## src/rtl/an29_encode_loader.sv

```systemverilog
// an29_encode_loader: encodes data words as A*data codewords and packs them into a
// 16-lane bank that is held for a downstream decoder until acknowledged.
module an29_encode_loader #(
    parameter int A     = 29,
    parameter int DW    = 10,
    parameter int CW    = 14,
    parameter int LANES = 16,
    parameter int DMAX  = 564
) (
    input  logic          clk,
    input  logic          rst,
    input  logic [DW-1:0] in_data,
    input  logic          in_valid,
    output logic          in_ready,
    input  logic          flush,
    output logic [CW-1:0] OUT0,
    output logic [CW-1:0] OUT1,
    output logic [CW-1:0] OUT2,
    output logic [CW-1:0] OUT3,
    output logic [CW-1:0] OUT4,
    output logic [CW-1:0] OUT5,
    output logic [CW-1:0] OUT6,
    output logic [CW-1:0] OUT7,
    output logic [CW-1:0] OUT8,
    output logic [CW-1:0] OUT9,
    output logic [CW-1:0] OUT10,
    output logic [CW-1:0] OUT11,
    output logic [CW-1:0] OUT12,
    output logic [CW-1:0] OUT13,
    output logic [CW-1:0] OUT14,
    output logic [CW-1:0] OUT15,
    output logic          bank_valid,
    input  logic          bank_ack,
    output logic [4:0]    fill_cnt,
    output logic          range_err,
    output logic [7:0]    err_cnt
);
    typedef enum logic {FILL, FULL} state_t;
    state_t state, state_n;
    logic [CW-1:0] lanes [LANES];
    logic [CW-1:0] d, cw;
    logic accept, ok, bad, go_full;

    assign d = CW'(in_data);
    // x29 as shifts and subtracts; any other multiplier falls back to a constant multiply
    assign cw = (A == 29) ? (d << 5) - (d << 1) - d : CW'(A) * d;
    assign accept = in_valid && in_ready;
    assign ok = accept && (32'(in_data) <= DMAX);
    assign bad = accept && (32'(in_data) > DMAX);
    assign in_ready = (state == FILL);
    assign bank_valid = (state == FULL);

    always_comb begin
        go_full = (ok && fill_cnt == 5'(LANES - 1)) || (flush && (fill_cnt != 5'd0 || ok));
        state_n = (state == FILL) ? (go_full ? FULL : FILL) : (bank_ack ? FILL : FULL);
    end

    always_ff @(posedge clk or posedge rst) begin
        if (rst) state <= FILL;
        else state <= state_n;
    end

    always_ff @(posedge clk or posedge rst) begin
        if (rst) begin
            lanes <= '{default: '0};
            fill_cnt <= 5'd0;
            range_err <= 1'b0;
            err_cnt <= 8'd0;
        end else begin
            range_err <= bad;
            if (bad && err_cnt != 8'hff) err_cnt <= err_cnt + 8'd1;
            if (state == FULL && bank_ack) begin
                lanes <= '{default: '0};
                fill_cnt <= 5'd0;
            end else if (ok) begin
                lanes[fill_cnt[3:0]] <= cw;
                fill_cnt <= fill_cnt + 5'd1;
            end
        end
    end

    assign OUT0  = lanes[0];
    assign OUT1  = lanes[1];
    assign OUT2  = lanes[2];
    assign OUT3  = lanes[3];
    assign OUT4  = lanes[4];
    assign OUT5  = lanes[5];
    assign OUT6  = lanes[6];
    assign OUT7  = lanes[7];
    assign OUT8  = lanes[8];
    assign OUT9  = lanes[9];
    assign OUT10 = lanes[10];
    assign OUT11 = lanes[11];
    assign OUT12 = lanes[12];
    assign OUT13 = lanes[13];
    assign OUT14 = lanes[14];
    assign OUT15 = lanes[15];
endmodule

```

## config.mk

```make
export PLATFORM = sky130hd
export DESIGN_NAME = an29_encode_loader
export DESIGN_NICKNAME = d
export VERILOG_FILES = /design/src/rtl/an29_encode_loader.sv
export SDC_FILE = /design/constraint.sdc
export NUM_CORES = 1
export LEC_CHECK = 0
export ABC_AREA = 1
export CAP_MARGIN = 15
export CORE_ASPECT_RATIO = 1.25
export CORE_UTILIZATION = 50
export DETAILED_ROUTE_END_ITERATION = 12
export GPL_ROUTABILITY_DRIVEN = 0
export PLACE_DENSITY = 0.82
export SLEW_MARGIN = 20
export SYNTH_ARGS = -nofsm -noshare
export SYNTH_HDL_FRONTEND = slang
export SYNTH_SLANG_ARGS = --single-unit
export TNS_END_PERCENT = 30
```

## constraint.sdc

```tcl
create_clock -name clk -period 8.89 [get_ports clk]
set_input_delay 0.889 -clock clk [delete_from_list [all_inputs] [get_ports clk]]
set_output_delay 0.889 -clock clk [all_outputs]
set_load 0.005 [all_outputs]
```

==> flow_summary.html <==
<table>
<tr><th>Metric</th><th>Value</th></tr>
<tr><th colspan="2">Status</th></tr>
<tr><td>Result of the run</td><td>finished clean</td></tr>
<tr><th colspan="2">Power and ir drop</th></tr>
<tr><td>Final Power</td><td>~3100 µW</td></tr>
<tr><td>Leakage Power</td><td>0.00708 µW</td></tr>
<tr><td>Switching power total</td><td>1030 µW</td></tr>
<tr><td>Seq pwr share</td><td>41.1%</td></tr>
<tr><td>Internal portion of total power</td><td>2090 µW</td></tr>
<tr><td>Combinational group share of total power</td><td>26.7%</td></tr>
<tr><td>Net switching fraction of the power</td><td>32.9%</td></tr>
<tr><td>Peak ir drop on the vdd network</td><td>0.159 mV</td></tr>
<tr><td>Cell Pwr Density</td><td>219 mW/mm²</td></tr>
<tr><td>Clock share of power</td><td>32.2%</td></tr>
<tr><th colspan="2">Clock network</th></tr>
<tr><td>Clock H-tree levels</td><td>1</td></tr>
<tr><td>Number of buffers inserted to repair setup after CTS</td><td>0</td></tr>
<tr><td>Insertion delay to the later sink of the worst-skew pair</td><td>520 ps</td></tr>
<tr><td>Root buffer cell</td><td>clkbuf_16</td></tr>
<tr><td>Clk slew on worst S/H paths</td><td>60 ps</td></tr>
<tr><td>Number of buffers created by CTS</td><td>24</td></tr>
<tr><td>CTS tree</td><td>built</td></tr>
<tr><td>Clk sink count</td><td>about 240</td></tr>
<tr><td>Maximum count of clock buffers along a single path</td><td>3</td></tr>
<tr><td>Number of gates given a new drive strength after cts</td><td>0</td></tr>
<tr><td>Cts-stage hold buffer count</td><td>0</td></tr>
<tr><th colspan="2">Finish</th></tr>
<tr><td>Final cell count without fillers</td><td>~1.7k</td></tr>
<tr><td>Post-route cell area</td><td>0.0143 mm²</td></tr>
<tr><td>Filler cell count in the final layout</td><td>about 1.8k</td></tr>
<tr><td>Register Area</td><td>around 0.0060 mm²</td></tr>
<tr><td>Combined area of the multi-input logic cells</td><td>0.00421 mm²</td></tr>
<tr><td>Layout overhead on the synthesized area</td><td>30.7%</td></tr>
<tr><td>Fraction of final layout cells sized beyond drive strength 1</td><td>5.69%</td></tr>
<tr><td>Final-stage net count</td><td>approximately 1.5k</td></tr>
<tr><th colspan="2">Die</th></tr>
<tr><td>Die outline height</td><td>roughly 170 µm</td></tr>
<tr><td>Top-Level Pins</td><td>255</td></tr>
<tr><td>Initial cell density of the core</td><td>about half</td></tr>
<tr><td>Core Area</td><td>0.0215 mm²</td></tr>
<tr><td>Row Count</td><td>60</td></tr>
<tr><td>Floorplan die area</td><td>0.0224 mm²</td></tr>
<tr><td>Horizontal die dimension</td><td>134 µm</td></tr>
<tr><th colspan="2">Setup path</th></tr>
<tr><td>Element type at the critical path start</td><td>input pin</td></tr>
<tr><td>Ordered list of cells on the worst path</td><td>clkdlybuf4s50_1, inv_1, ha_1, a21oi_1, o21ai_1, nand2_1, nand3_1, inv_1, nand3_1, nand2_1</td></tr>
<tr><td>Critical path endpoint category</td><td>flip-flop</td></tr>
<tr><td>Top fanout value on the critical path</td><td>21</td></tr>
<tr><td>Cell type group with the largest total delay on the critical path</td><td>simple AND/OR/NAND/NOR gates</td></tr>
<tr><td>Startpoint-to-endpoint class of the critical path</td><td>input pin to flip-flop</td></tr>
<tr><td>Highest cell delay on the worst timing path</td><td>between 800 and 900 ps</td></tr>
<tr><td>WP data arrival</td><td>between 4000 and 5000 ps</td></tr>
<tr><td>Req. time, crit path</td><td>9340 ps</td></tr>
<tr><td>Critical path buffers and inverters</td><td>3</td></tr>
<tr><td>Critical path's slowest cell</td><td>nand3_1</td></tr>
<tr><th colspan="2">Placed design</th></tr>
<tr><td>Setup slack at placement</td><td>4670 ps</td></tr>
<tr><td>DP HPWL</td><td>21800 µm</td></tr>
<tr><td>Cell Count Post-Placement</td><td>about 1.7k</td></tr>
<tr><td>Number of buffers inserted by port buffering</td><td>254</td></tr>
<tr><td>Standard cell area after detailed placement</td><td>0.0135 mm²</td></tr>
<tr><th colspan="2">Timing</th></tr>
<tr><td>Headroom to the max-slew limit</td><td>23.2%</td></tr>
<tr><td>Number of slew-limit violations in the final report</td><td>0</td></tr>
<tr><td>Setup violations, final</td><td>0</td></tr>
<tr><td>Setup TNS</td><td>0 ps</td></tr>
<tr><td>Final worst-path setup slack</td><td>roughly 5200 ps</td></tr>
<tr><td>Final critical delay including setup and external delays</td><td>3730 ps</td></tr>
<tr><td>Maximum operating frequency</td><td>268 MHz</td></tr>
<tr><td>Unrepaired setup endpoints after global routing</td><td>false</td></tr>
<tr><td>Final hold violation count</td><td>0</td></tr>
<tr><td>Setup skew after layout</td><td>roughly 13 ps</td></tr>
<tr><td>Post-route fraction of the period consumed by the critical path</td><td>42.0%</td></tr>
<tr><td>Measured slew at the worst slew-check pin</td><td>around 1200 ps</td></tr>
<tr><th colspan="2">Synthesis</th></tr>
<tr><td>Compound-cell area share of the yosys netlist</td><td>5.13%</td></tr>
<tr><td>Post-synthesis share of cell area spent on and, or, nand and nor gates</td><td>~28%</td></tr>
<tr><td>Synth Register Bits</td><td>239</td></tr>
<tr><td>Distinct cell type count of the synthesized netlist</td><td>34</td></tr>
<tr><td>Post-synthesis sequential area ratio</td><td>54.8%</td></tr>
<tr><td>Xor/xnor share of the synthesized area</td><td>1.45%</td></tr>
<tr><td>Dominant combinational cell family by area after synthesis</td><td>simple AND/OR/NAND/NOR gates</td></tr>
<tr><td>Syn Std Cell Area</td><td>0.0109 mm²</td></tr>
<tr><td>Area leader, netlist</td><td>dfrtp_1</td></tr>
<tr><td>Area share of the leading cell type in the synthesized netlist</td><td>54.8%</td></tr>
<tr><td>Multiplexer area fraction after synthesis</td><td>0%</td></tr>
<tr><td>Post-Syn Area per Cell</td><td>8.96 µm²</td></tr>
<tr><td>Synth Net Count</td><td>~1.3k</td></tr>
<tr><td>Synthesized-area fraction occupied by adder cells</td><td>under 10%</td></tr>
<tr><td>Post-Syn Instances</td><td>1217</td></tr>
<tr><td>Synth Warn #</td><td>0</td></tr>
<tr><td>Leading cell types by total area after synthesis</td><td>dfrtp_1 55%, nand3_1 15%, nand2_1 9.2%</td></tr>
<tr><th colspan="2">Route</th></tr>
<tr><td>Number of detailed-routing iterations run before antenna repair</td><td>5</td></tr>
<tr><td>Number of remaining DRC errors</td><td>0</td></tr>
<tr><td>Detailed router's first-iteration violation count</td><td>867</td></tr>
<tr><td>Total vias in the final route</td><td>around 10k</td></tr>
<tr><td>WL final</td><td>32600 µm</td></tr>
<tr><td>Detail Route Antenna Nets</td><td>0</td></tr>
<tr><td>Per-cell via count in the routed design</td><td>5.69</td></tr>
<tr><td>Detailed-route wire length per cell</td><td>roughly 19 µm</td></tr>
<tr><th colspan="2">Hold path</th></tr>
<tr><td>Classification of the worst-slack hold path</td><td>flip-flop to flip-flop</td></tr>
<tr><th colspan="2">GRT</th></tr>
<tr><td>First-pass GRT wire length</td><td>50800 µm</td></tr>
<tr><td>Maximum number of pins on one net before global-route repair</td><td>158</td></tr>
<tr><td>Congestion Overflow GR</td><td>0</td></tr>
<tr><td>Overall Global Routing Usage</td><td>29.2%</td></tr>
<tr><td>Via count of the first global-routing pass</td><td>9163</td></tr>
<tr><td>Initial antenna violation count</td><td>1</td></tr>
<tr><th colspan="2">Flow run</th></tr>
<tr><td>Maximum Capacitance Violations</td><td>0</td></tr>
</table>
## synthesized netlist by cell type
master and instances:
nor3_4 1, nand3b_2 1, buf_4 5, nand2_2 12, nand4_4 1, inv_2 7
nor3_1 1, xor2_1 6, xnor2_1 7, o21ai_0 100, nand4_1 2, buf_2 36
nand3_2 3, buf_6 9, clkinv_1 1, nor2_2 4, fa_1 5, nand2_4 1
buf_1 15, o21ai_1 2, a21oi_1 7, xor2_2 1, nand4_2 3, o211ai_1 1
nand2_1 267, xor2_4 1, clkbuf_2 1, ha_1 28, nor2_1 28, clkbuf_1 14
o22ai_1 1, nand3_1 334, dfrtp_1 239, inv_1 73
## layout make-up
| class | count | share of cell area (%) |
|---|---|---|
| Inverter | 81 | 2.22 |
| Antenna cell | 1 | 0.0176 |
| Clock buffer | 32 | 4.78 |
| Multi-Input combinational cell | 817 | 29.5 |
| Clock inverter | 6 | 0.606 |
| Timing Repair Buffer | 265 | 18.4 |
| Sequential cell | 239 | 42.0 |
| Tap cell | 279 | 2.45 |
## through the flow
| step | hold WS [ps] | util (%) |
|---|---|---|
| detailed placement | 488 | 62.7 |
| global route | 524 | 66.4 |
| floorplan | 493 | - |
| finish | 502 | 66.4 |
| global placement | 483 | 62.7 |
| CTS | 503 | 66.3 |
## power groups by stage
stage | Combinational [µW] | Sequential [µW] | Clock [µW]
after global routing | 900 | 1290 | 1070
after CTS | 826 | 1280 | 1010
final | 833 | 1280 | 1010
after floorplan | 436 | 1290 | 0
after detailed placement | 821 | 1300 | 0
after global placement | 806 | 1290 | 0
## cells by family (layout without fill, tap and decap cells)
logic type	after synthesis	after routing
XOR/XNOR	15	15
other	0	1
adder cells (fa/ha/maj)	33	33
AND/OR/NAND/NOR	658	658
buffers and inverters	161	384
flip-flops	239	239
AO/OA/AOI/OAI	111	111
## sequential cells by signal (all words and copies together), names as in the netlist, 5 cells and up
register	count
OUT0	14
OUT5	14
OUT6	14
OUT13	14
OUT15	14
OUT12	14
fill_cnt	5
OUT1	14
OUT11	14
OUT8	14
err_cnt	8
OUT4	14
OUT7	14
OUT3	14
OUT14	14
OUT9	14
OUT2	14
OUT10	14
## tightest hold or removal path: cells and delay by family (launching register included)
kind / cells / cell delay, ps
DFF: 1 / 340
and+or+nand+nor: 2 / 120
## worst paths after layout
| path | from | endpoint | slack (ps) | depth (start not counted) |
|---|---|---|---|---|
| max reg2reg | bank_valid$_DFF_PP0_ | fill_cnt[2]$_DFFE_PP0P_ | 6380 | 5 |
| max | in_data[8] | OUT11[9]$_DFFE_PP0P_ | 5160 | 10 |
| min reg2reg | OUT1[7]$_DFFE_PP0P_ | OUT1[7]$_DFFE_PP0P_ | 500 | 2 |
| max in group asynchronous | rst | OUT3[10]$_DFFE_PP0P_ | 6700 | 3 |
| min | OUT1[7]$_DFFE_PP0P_ | OUT1[7]$_DFFE_PP0P_ | 500 | 2 |
| min in group asynchronous | rst | OUT1[5]$_DFFE_PP0P_ | 920 | 2 |
## layer usage
metal  share of wire [%]  routed length, µm  track usage [%]  vias to the layer above
met5                   0                  0                0                        -
met4                 4.7               1530             14.4                        0
met3                 8.9               2890             3.91                      102
met2                  48              15800             48.3                      535
met1                  38              12400             37.9                     4709
li1                    -                  -                -                     4441
## cell usage in the layout, fill, tap and decap left out, drive strengths merged, types with 2 or more instances in the layout
master           n
clkdlybuf4s50  254
bufinv           2
ha              28
clkbuf          32
nand2          280
a21oi            7
nor3             2
clkinv           5
nand4            6
xnor2            7
dfrtp          239
inv             79
xor2             8
o21ai          102
nand3          337
fa               5
buf             11
nor2            32
Power figures use the tool's default switching activity.
==> RTL edit 1 (same settings) <==
Remove the register `range_err`: a continuous assignment takes its place, so the output `range_err` follows one clock earlier.
--- a/src/rtl/an29_encode_loader.sv
+++ b/src/rtl/an29_encode_loader.sv
@@ -64,10 +64,8 @@
         if (rst) begin
             lanes <= '{default: '0};
             fill_cnt <= 5'd0;
-            range_err <= 1'b0;
             err_cnt <= 8'd0;
         end else begin
-            range_err <= bad;
             if (bad && err_cnt != 8'hff) err_cnt <= err_cnt + 8'd1;
             if (state == FULL && bank_ack) begin
                 lanes <= '{default: '0};
@@ -78,6 +76,8 @@
             end
         end
     end
+
+    assign range_err = bad;
 
     assign OUT0  = lanes[0];
     assign OUT1  = lanes[1];
Function: changed (Yosys sat finds a counterexample within 4 cycles, from zero or initial values and one cycle with rst high).
==> RTL edit 1 against the original RTL <==
- sequential cell count shrank 1
- routed wire length grew 1.2%
- cell area grew 0.14%
- setup slack lost 0.50 ns
- area after synthesis shrank 0.23%
- power grew 1.8%
- combinational power grew 0.5%
- final cell count is the same
- global-route usage grew 0.36 points
- largest power group unchanged
==> RTL edit 1: results (changes against the original RTL) <==
| Metric | Value |
|---|---|
| Slew margin rel. | 0.391 (+0.159) |
| Vias in the first global route | 9421 (+2.8%) |
| Register area share after synthesis | 0.547 (-0.00104) |
| Reg2Reg Capture Point | OUT15[0] |
| Largest net degree at the start of global routing | 92 (-42%) |
| Drt pass-1 iters | 6 (+1) |
| Min-delay src | OUT9[7] |
| R2r setup slk | 5.85 ns (-0.53 ns) |
| Total GRT Usage | 0.296 (+0.00364) |
| N_diodes | 0 (-1) |
| CP peak stage delay | 0.59 ns (-0.25 ns) |
| Synth area leaders | dfrtp_1, nand3_1, nand2_1 |
| Post-synthesis compound-gate area fraction | 0.0514 (+0.000118) |
| DP Wirelength | 22100 um (+1.2%) |
| Antenna violations before repair | 0 (-1) |
| Synth Area in XOR/XNOR | 0.0145 (+0.0000332) |
| Post-Synth Adder-Cell Area | 0.0414 (+0.0000949) |
| Outcome | finished, final reports clean |
| Fraction of layout cells with a size suffix above 1 | 0.0597 (+0.00274) |
| CTS buffer count | 23 (-4.2%) |
| Crit path max-delay family | buffers and inverters |
| Hold endpoint | OUT9[7] |
| WL final | 33000 um (+1.2%) |
| Leakage power | 7.09 nW (+0.23%) |
| DRT iter0 DRCs | 710 (-18%) |
| Final setup skew | 0.0113 ns (-0.00144 ns) |
| # clock sinks | 238 (-0.42%) |
| Via density | 5.72 (+0.44%) |
RTL edit 1: cell types whose count changed after synthesis, sizes merged:
cell / change
dfrtp: -1
RTL edit 1: tightest hold or removal path, stage by stage (launching register included):
cell and delay (ns):
dfrtp_1 0.34, nand3_1 0.07, nand2_1 0.06
RTL edit 1: stage by stage:
step,hold slack [ns],area [um2],setup WS [ns],cells,utilization
detailed placement,0.487,13400,4.62,1680,0.626
floorplan,0.493,10900,1.47,1216,-
CTS,0.502,14300,4.68,1720,0.664
finish,0.502,14300,4.66,1720,0.665
global route,0.528,14300,4.51,1720,0.665
global placement,0.482,13400,4.77,1680,0.626
RTL edit 1: metal layers:
metal | up-vias | track usage | share of wire
li1 | 4445 | - | -
met1 | 4798 | 0.389 | 0.40
met2 | 502 | 0.484 | 0.48
met3 | 85 | 0.0429 | 0.078
met4 | 0 | 0.134 | 0.045
met5 | - | 0 | 0
RTL edit 1: cell families (layout without fill, tap and decap cells):
group                      Yosys count  count (layout)
DFF                                238             238
and+or+nand+nor                    658             658
adders and majority gates           33              33
xor gates and xnor gates            15              15
buffers and inverters              161             386
AOI/OAI and AO/OA                  111             111
RTL edit 1: how the worst max path moves through the flow:
| stage | slack [ns] | from | endpoint | cells after the start |
|---|---|---|---|---|
| after floorplan | 1.47 | rst | OUT0[0] | 1 |
| after global placement | 4.77 | in_data[8] | OUT13[9] | 11 |
| after detailed placement | 4.62 | in_data[8] | OUT15[12] | 10 |
| after CTS | 4.68 | in_data[8] | range_err | 8 |
| after global routing | 4.51 | in_data[8] | range_err | 8 |
| final | 4.66 | in_data[8] | range_err | 8 |
RTL edit 1: area by class of cell:
class / instances / area [um2] / share of cell area
clock inverters: 7 / 135 / 0.00947
well taps: 279 / 349 / 0.0245
clock buffers: 33 / 683 / 0.0479
multi-input cells: 817 / 4210 / 0.295
repair buffers: 265 / 2630 / 0.184
flip-flops and latches: 238 / 5960 / 0.417
inverters: 81 / 312 / 0.0218
RTL edit 1: power breakdown:
part | switching (mW) | leakage [nW] | internal (mW)
clock network | 0.411 | 0.406 | 0.647
logic | 0.528 | 3.38 | 0.309
registers | 0.0922 | 3.30 | 1.19
==> RTL edit 2 (same flow settings) <==
Without the edit above. Change the parameter `CW` from 14 to 15.
--- a/src/rtl/an29_encode_loader.sv
+++ b/src/rtl/an29_encode_loader.sv
@@ -3,7 +3,7 @@
 module an29_encode_loader #(
     parameter int A     = 29,
     parameter int DW    = 10,
-    parameter int CW    = 14,
+    parameter int CW    = 15,
     parameter int LANES = 16,
     parameter int DMAX  = 564
 ) (
Interface: changed (16 resized); port bits go from 255 to 271. No check against the original RTL was run, so the function may have changed too.
==> RTL edit 2 against the original RTL <==
- highest routed layer unchanged
- critical path type unchanged
- largest cell class unchanged
- setup slack worse by 0.085 ns
- power up 8.6%
- area after synthesis up 5.2%
- cell area up 5.8%
- routed wire length up 8.0%
- fmax down 2.2%
- sequential cell count up 16
- die area up 5.1%
==> RTL edit 2: results (changes against the original RTL) <==
| Metric | Value |
|---|---|
| Outcome | finished, final reports clean |
| Leakage power | 7.50 nW (+5.9%) |
| FFs & Latches | 255 (+6.7%) |
| Layout filler cell count | 1719 (-1.8%) |
| Synth cell count leaders | nand3_1, nand2_1, dfrtp_1 |
| Clock buffers | 31 (-3.1%) |
| WL per Instance | 19.5 um (+2.8%) |
| Final worst setup slack | 5.07 ns (-0.0851 ns) |
| Slew margin rel. | 0.249 (+0.0171) |
| Layout non-clock buf frac | 0.184 (-0.000767) |
| Die Wd | 137 um (+2.5%) |
| Pre-CTS WS | 4.59 ns (-0.0823 ns) |
| DRT iter0 DRCs | 946 (+9.1%) |
| R2r setup slk | 6.27 ns (-0.11 ns) |
| Mapped Avg Cell Area | 8.94 um2 (-0.25%) |
| Library cells used by synthesis | 32 (-5.9%) |
| DP Wirelength | 23900 um (+9.7%) |
| Synth area leaders | dfrtp_1, nand3_1, nand2_1 |
| Vias in the first global route | 9982 (+8.9%) |
| Worst hold path type | register to register |
| Sw frac | 0.325 (-0.00390) |
| Nets | 1555 (+5.4%) |
| Largest net degree at the start of global routing | 126 (-20%) |
| Flip-flop and latch area | 6380 um2 (+6.7%) |
| Final setup skew | 0.00953 ns (-0.00320 ns) |
| Fraction of layout cells with a size suffix above 1 | 0.0519 (-0.00507) |
| Root Buffer | clkbuf_16 |
| Crit path arrival time | 4.28 ns (+0.09 ns) |
| Post-Synth Adder-Cell Area | 0.0414 (+0.000155) |
| Inverters, non-clock | 84 (+3.7%) |
| Via density | 5.72 (+0.53%) |
| Peak supply drop | 0.000159 V (+0.14%) |
| Mapped Nets | 1333 (+5.4%) |
| Clock buf/inv share | 0.0586 (+0.00467) |
| Multi-input comb cells | 861 (+5.4%) |
| Plain + repair buffers | 279 (+5.3%) |
| Area Overhead vs Synth | 31.5% |
| First-pass GRT wire length | 54200 um (+6.6%) |
| Synth Area in XOR/XNOR | 0.0134 (-0.00104) |
| IO Port Bufs | 270 (+6.3%) |
| Dpl cell area | 14200 um2 (+5.5%) |
| Non-filler cells, final | 1807 (+5.1%) |
| Total GRT Usage | 0.299 (+0.00677) |
| Multi-input gate share of total cell area | 0.290 (-0.00554) |
-- RTL edit 2: cell count changes in the layout (fill, tap and decap cells not counted), sizes merged, moves of 2 or more --
cell           unedited run  this run
ha                       28        30
nand4                     6         3
o21ai                   102       112
dfrtp                   239       255
nor2                     32        35
nand3b                    1         4
nand2                   280       290
bufinv                    2         4
nand3                   337       353
inv                      79        85
buf                      11         9
clkdlybuf4s50           254       270
-- RTL edit 2: power by group through the flow --
| stage | clock [mW] | combinational, mW | sequential (mW) |
|---|---|---|---|
| 2_1_floorplan | 0 | 0.454 | 1.38 |
| 3_3_place_gp | 0 | 0.849 | 1.40 |
| 3_5_place_dp | 0 | 0.866 | 1.40 |
| 4_1_cts | 1.14 | 0.873 | 1.38 |
| 5_1_grt | 1.18 | 0.955 | 1.39 |
| 6_report | 1.13 | 0.876 | 1.38 |
-- RTL edit 2: final timing paths --
| check | depth (start not counted) | start | endpoint |
|---|---|---|---|
| max reg2reg | 5 | bank_valid | OUT14[2] |
| max | 10 | in_data[7] | OUT10[10] |
| min in group asynchronous | 2 | rst | err_cnt[0] |
| min | 2 | OUT7[5] | OUT7[5] |
| max in group asynchronous | 3 | rst | OUT8[7] |
| min reg2reg | 2 | OUT7[5] | OUT7[5] |
-- RTL edit 2: critical path, cell delays in order --
cell             delay [ns]
clkdlybuf4s50_1        0.49
inv_1                  0.25
ha_1                   0.22
nand3_1                0.10
nand3b_1               0.16
nand2_1                0.51
nand3_1                0.89
inv_1                  0.54
nand3_1                0.12
nand2_1                0.10
-- RTL edit 2: metal layers --
metal | GRT usage | part of all wire
met5 | 0 | 0
met4 | 0.123 | 0.037
met3 | 0.0333 | 0.074
met2 | 0.511 | 0.50
met1 | 0.384 | 0.39
